--- config.mk ---
export PLATFORM = sky130hd
export DESIGN_NAME = id_ex_stage_reg
export DESIGN_NICKNAME = d
export VERILOG_FILES = /design/src/rtl/id_ex_stage_reg.sv
export SDC_FILE = /design/constraint.sdc
export NUM_CORES = 1
export LEC_CHECK = 0
export BUFFER_PORTS_ARGS = -buffer_cell sky130_fd_sc_hd__buf_2
export CORE_AREA = 2 2 135 137
export CTS_CLUSTER_DIAMETER = 40
export DETAILED_ROUTE_END_ITERATION = 8
export DIE_AREA = 0 0 137 139
export PLACE_DENSITY = 0.76
export SLEW_MARGIN = 20
export SYNTH_ARGS = -nofsm -noshare
export SYNTH_HDL_FRONTEND = slang
export SYNTH_SLANG_ARGS = --single-unit
export TNS_END_PERCENT = 1
--- constraint.sdc ---
create_clock -name clk -period 2.1 [get_ports clk]
set_input_delay 0.21 -clock clk [delete_from_list [all_inputs] [get_ports clk]]
set_output_delay 0.21 -clock clk [all_outputs]
set_load 0.02 [all_outputs]
--- src/rtl/id_ex_stage_reg.sv ---
// ID/EX pipeline register with stall/flush steering for the 5-stage core.
// Also carries saturating performance counters for stall and flush cycles.
module id_ex_stage_reg #(
  parameter int unsigned XLEN   = 32,
  parameter int unsigned CTRL_W = 16,
  parameter int unsigned CNT_W  = 16
) (
  input  logic              clk,
  input  logic              rst_n,
  input  logic              hazard,
  input  logic              branch_taken,
  input  logic              ex_busy,
  input  logic              id_valid,
  input  logic [XLEN-1:0]   id_pc,
  input  logic [XLEN-1:0]   id_rs1v,
  input  logic [XLEN-1:0]   id_rs2v,
  input  logic [XLEN-1:0]   id_imm,
  input  logic [4:0]        id_rdi,
  input  logic              id_is_regwrite,
  input  logic              id_is_legal,
  input  logic              id_is_load,
  input  logic [CTRL_W-1:0] id_ctrl,
  output logic              ex_valid,
  output logic [XLEN-1:0]   ex_pc,
  output logic [XLEN-1:0]   ex_rs1v,
  output logic [XLEN-1:0]   ex_rs2v,
  output logic [XLEN-1:0]   ex_imm,
  output logic [4:0]        ex_rdi,
  output logic              ex_is_regwrite,
  output logic              ex_is_legal,
  output logic              ex_is_load,
  output logic [CTRL_W-1:0] ex_ctrl,
  output logic              pc_we,
  output logic              ifid_we,
  output logic              ifid_flush,
  output logic [CNT_W-1:0]  stall_cnt,
  output logic [CNT_W-1:0]  flush_cnt
);

  typedef enum logic [1:0] {
    MODE_RUN,
    MODE_BUBBLE,
    MODE_HOLD,
    MODE_FLUSH
  } mode_e;

  mode_e mode;
  logic  hazard_q;

  // A hazard reported against an empty ID slot is meaningless, so ignore it.
  assign hazard_q = hazard & id_valid;

  always_comb begin
    mode = MODE_RUN;
    if (branch_taken)  mode = MODE_FLUSH;
    else if (ex_busy)  mode = MODE_HOLD;
    else if (hazard_q) mode = MODE_BUBBLE;
  end

  // Fetch-side enables are combinational and held low throughout reset.
  always_comb begin
    pc_we      = 1'b0;
    ifid_we    = 1'b0;
    ifid_flush = 1'b0;
    if (rst_n) begin
      unique case (mode)
        MODE_FLUSH: begin
          pc_we      = 1'b1;
          ifid_we    = 1'b1;
          ifid_flush = 1'b1;
        end
        MODE_RUN: begin
          pc_we   = 1'b1;
          ifid_we = 1'b1;
        end
        default: ;
      endcase
    end
  end

  always_ff @(posedge clk or negedge rst_n) begin
    if (!rst_n) begin
      ex_valid       <= 1'b0;
      ex_pc          <= '0;
      ex_rs1v        <= '0;
      ex_rs2v        <= '0;
      ex_imm         <= '0;
      ex_rdi         <= '0;
      ex_is_regwrite <= 1'b0;
      ex_is_legal    <= 1'b0;
      ex_is_load     <= 1'b0;
      ex_ctrl        <= '0;
    end else begin
      unique case (mode)
        MODE_FLUSH, MODE_BUBBLE: begin
          ex_valid       <= 1'b0;
          ex_pc          <= '0;
          ex_rs1v        <= '0;
          ex_rs2v        <= '0;
          ex_imm         <= '0;
          ex_rdi         <= '0;
          ex_is_regwrite <= 1'b0;
          ex_is_legal    <= 1'b0;
          ex_is_load     <= 1'b0;
          ex_ctrl        <= '0;
        end
        MODE_HOLD: ;
        default: begin
          ex_valid       <= id_valid;
          ex_pc          <= id_pc;
          ex_rs1v        <= id_rs1v;
          ex_rs2v        <= id_rs2v;
          ex_imm         <= id_imm;
          ex_rdi         <= id_rdi;
          ex_is_regwrite <= id_is_regwrite & id_valid;
          ex_is_legal    <= id_is_legal & id_valid;
          ex_is_load     <= id_is_load & id_valid;
          ex_ctrl        <= id_ctrl;
        end
      endcase
    end
  end

  always_ff @(posedge clk or negedge rst_n) begin
    if (!rst_n) begin
      stall_cnt <= '0;
      flush_cnt <= '0;
    end else begin
      if (mode == MODE_FLUSH && flush_cnt != '1)
        flush_cnt <= flush_cnt + CNT_W'(1);
      if ((mode == MODE_HOLD || mode == MODE_BUBBLE) && stall_cnt != '1)
        stall_cnt <= stall_cnt + CNT_W'(1);
    end
  end

endmodule

# [After elaboration in Yosys (flattened, before gate mapping)]
# Index checks and enable logic that the tools add are counted.
[totals] input_bits=158 out_inout_bits=188 elab_cells=46 register_bits=185
[op_classes] addsub=2 n_eq_ne=5 mux=17 reduce_logical=6 n_bitwise=4
[ops] op="one-hot mux 32 bit (2 select lines)" count=4
[ops] op="adder 16 x 1 -> 16 bit (second input constant)" count=2
[ops] op="!= test 16 bit (second input constant)" count=2
[ops] op="one-hot mux 16 bit (2 select lines)" count=1
[ops] op="one-hot mux 5 bit (2 select lines)" count=1
[ops] op="one-hot mux 1 bit (2 select lines)" count=4
[ops] op="2-to-1 mux 1 bit" count=5
[ops] op="bitwise AND 1 bit" count=4
[ops] op="equality test 2 bit (second input constant)" count=2
[ops] op="2-to-1 mux 2 bit" count=2
[ops] op="OR reduction 2 bit" count=2
[ops] op="equality test 2 x 1 -> 1 bit (second input constant)" count=1
[ops] op="logical AND 1 bit" count=2
[ops] op="logical NOT 2 bit" count=1
[ops] op="logical OR 1 bit" count=1

# [Longest topological paths before layout]
[logic_depth] depth_word=8 mapped_depth=7 ltp_nobuf=7

# [Least setup slack after synthesis]
# No wires, ideal clock.
[synth_timing] path_kind="register to register" startpoint="register stall_cnt[0]" endpoint="register stall_cnt[1]" path_slack_ns=0.221 required_ns=1.972 t_arrival_ns=1.751 path_buffers=1 stages_incl_launch_ff=6 setup_ns=0.128 period_less_slack_ns=1.879 path_cell_list="dfrtp_1 ha_1 nand4_1 o41ai_4 buf_6 mux2_1"
[synth_between] elab_chain_cells=2
[synth_rtl] item="from (decl)" line_no="36" source="output logic [CNT_W-1:0] stall_cnt,"
[synth_rtl] item="from (signal assigned)" line_no="132" source="stall_cnt <= stall_cnt + CNT_W'(1);"
[synth_rtl] item="branches (longest 2 deep; another with adder 16 x 1 -> 16 bit)"
# Several ways; the timed one is not identified.
# A chain may end at the register's enable or synchronous reset.

# [Final worst setup path]
# Ends and elaborated chain as after synthesis.

==> impl_results.md <==
* Slew margin rel. at 0.5422
* Post-synthesis sequential area ratio at 0.6574
* CP Max Fanout at 8
* Outcome: finished clean
* Final Core Density at 0.6113
* Final WS setup at 0.1383 ns
* Pleak at 5.874 nW
* Number of global-route vias before repair at 6307
* Drt via density at 5.095
* Ys flop type: dfrtp_1
* I/O pins at 346
* Total power at 9.064 mW
* CTS H-tree depth at 4
* Crit share post-route at 0.9341
* Hold buffer count at CTS at 116
* Worst min path class: in -> reg
* Post-synth ARST share at 1.000
* Largest net degree at the start of global routing at 106
* Initial antenna violation count at 0
* Detail Route Antenna Nets at 0
* Global-route wire length before repair at 32.95 mm
* Routed wire per std cell at 17.97 um
* GR Util All Layers at 0.2216
* Initial Util at 0.3988
* Worst R2R Setup Slack at 0.14 ns
* Netlist cell types at 40
* CTS Root Cell: clkbuf_16
* Crit path DAT at 2.27 ns
* Post-Layout Cell Count at 1194
* Buffers & Inverters on Critical Path at 1
* Max_cap viols at 0
* Layout cell share with drive strength beyond 1 at 0.4073
* RSZ-0062 raised after global routing: false
* Final Hold Violating Endpoints at 0
* Crit path depth at 5
* Post-CTS sizing at 0
* Synth Register Bits at 185
* Setup WS pre-CTS at 0.1473 ns
* Antenna Cells at 0
* Clock skew at 0.01103 ns
* Max Slew Vio Count at 0
* CTS Sinks at 185
* Port Buffers at 345
* CP Cell Sequence: ha_1 -> nand4_1 -> o41ai_4 -> buf_4 -> mux2_1
* Critical path's top delay family: compound AO/OA/AOI/OAI gates
* Fmax at 509.8 MHz
* Worst path slowest cell: o41ai_4
* Clock Path Buffers at 2
* Die Wd at 137 um
* Mean area per synthesized cell at 14.17 sq um
* Cell count after synthesis at 497
* Critical Path End Type: flip-flop
* Yosys warning total at 0
* WP data required at 2.41 ns
* Via count at 6084
* Commonest non-fill, non-tap cell in the layout: buf_2
* Slowest stage delay, CP at 0.45 ns
* Chip height at 139 um
* Maximum vdd drop at 0.5223 mV
* Synth Cell Area at 7042 sq um
* Final setup viols at 0
* Setup total negative slack at 0 ns
* # placed instances at 1043
* Drt drc at 0
* CTS tree: built
* Pwr Density at 839.8 nW/um^2
* Worst reg2reg path depth at 5
* Post-synth EDFFs at 0
* Worst-Margin Slew at 0.6867 ns
* Period minus WS final at 1.962 ns
* Critical path type: reg -> reg
* Die area at 19040 sq um
* Syn Nets at 658
* Clock slew seen by the registers of the worst setup and hold paths at 0.08 ns
* Nets at 1113
* Commonest non-fill, non-tap cells in the layout: buf_2 (344), dfrtp_1 (185), a22o_1 (149)
* Drt first pass iters at 4
* WL final at 21.46 mm
* Number of core rows at 49
* Hold Path Depth at 2
* GRT overflow at 0
* Placer Congestion at 0.8351
* Clk_lat worst skew at 0.42 ns
* Startpoint Class: flip-flop
* Buffer count from post-CTS setup fixing at 0
* HPWL Detailed at 13.20 mm
* Initial DRC Count at 284
* Area Growth Syn to Fin at 53.27%
* Core region area at 17660 sq um
* CTS buffer count at 17
==> worst reg2reg max path, cell delays in order (launching register included) <==
cell and delay (ns):
dfrtp_1 0.44, ha_1 0.24, nand4_1 0.15, o41ai_4 0.45, buf_4 0.24, mux2_1 0.33
==> area by class of cell <==
type                    count  area (sq um)
clock buffers              17         425.4
well taps                 229         286.5
inverters                   1         3.754
repair buffers            472          3034
multi-input cells         275          2207
flip-flops and latches    185          4629
fillers                  1370          6864
clock inverters            15         206.4
==> state kept, by name, indices dropped and copies added (netlist names) <==
name / count
ex_rs1v: 32
ex_is_load: 1
flush_cnt: 16
ex_is_regwrite: 1
ex_is_legal: 1
ex_rdi: 5
ex_pc: 32
ex_imm: 32
ex_valid: 1
ex_ctrl: 16
stall_cnt: 16
ex_rs2v: 32
==> final timing paths <==
| check | end | from |
|---|---|---|
| min in group asynchronous | ex_is_legal | rst_n |
| setup reg to reg | stall_cnt[1] | stall_cnt[0] |
| hold reg to reg | stall_cnt[15] | stall_cnt[15] |
| hold / removal | ex_imm[27] | id_imm[27] |
| setup / recovery | stall_cnt[1] | stall_cnt[0] |
| max in group asynchronous | ex_rs2v[26] | rst_n |
==> logic make-up (layout without fill, tap and decap cells) <==
group | count (synthesis) | after routing | share of synthesized area
flops | 185 | 185 | 0.6574
compound gates | 162 | 162 | 0.2008
simple gates | 80 | 80 | 0.06699
buf+inv | 37 | 505 | 0.03127
xor+xnor | 27 | 27 | 0.03358
fa+ha+maj | 3 | 3 | 0.005331
mux | 3 | 3 | 0.004620
==> layer usage <==
layer	part of all wire	wire length [um]	track usage
met1	0.39	8284	0.2598
met2	0.51	10910	0.3776
met3	0.078	1680	0.06287
met4	0.027	587	0.09333
met5	0	0	0
==> stage by stage <==
step,area [sq um],hold slack [ns]
after global routing,10790,0.001817
after global placement,8970,0.09687
after detailed placement,8970,0.09865
after CTS,10760,0.00002123
final,10790,0.02070
after floorplan,7042,-0.08559
==> where the power goes <==
group	internal (mW)	leakage (nW)	switching, mW	total, mW
registers	3.83	2.49	0.276	4.11
logic	0.686	3.08	0.920	1.61
clock network	1.83	0.308	1.52	3.35
total	6.35	5.87	2.71	9.06
==> cells in the mapped netlist (2+ instances only) <==
library cell    n  area share
o21ai_0         2      0.0014
buf_4          14       0.015
dfrtp_1       185        0.66
nand4_1        11      0.0098
nor4_1          3      0.0027
a21oi_1         3      0.0021
nand3_1         9      0.0064
nor2_1         10      0.0053
xnor2_1         8       0.010
nand2_1        18      0.0096
ha_1            3      0.0053
mux2_1          2      0.0032
and4_1          4      0.0050
a22o_1        149        0.19
clkbuf_1        4      0.0021
nand3b_1        3      0.0032
nor3_1          7      0.0050
and3_1          4      0.0036
xor2_1         19       0.024
nor2b_1         3      0.0027
buf_2          17       0.012
(Power assumes the default switching activity.)
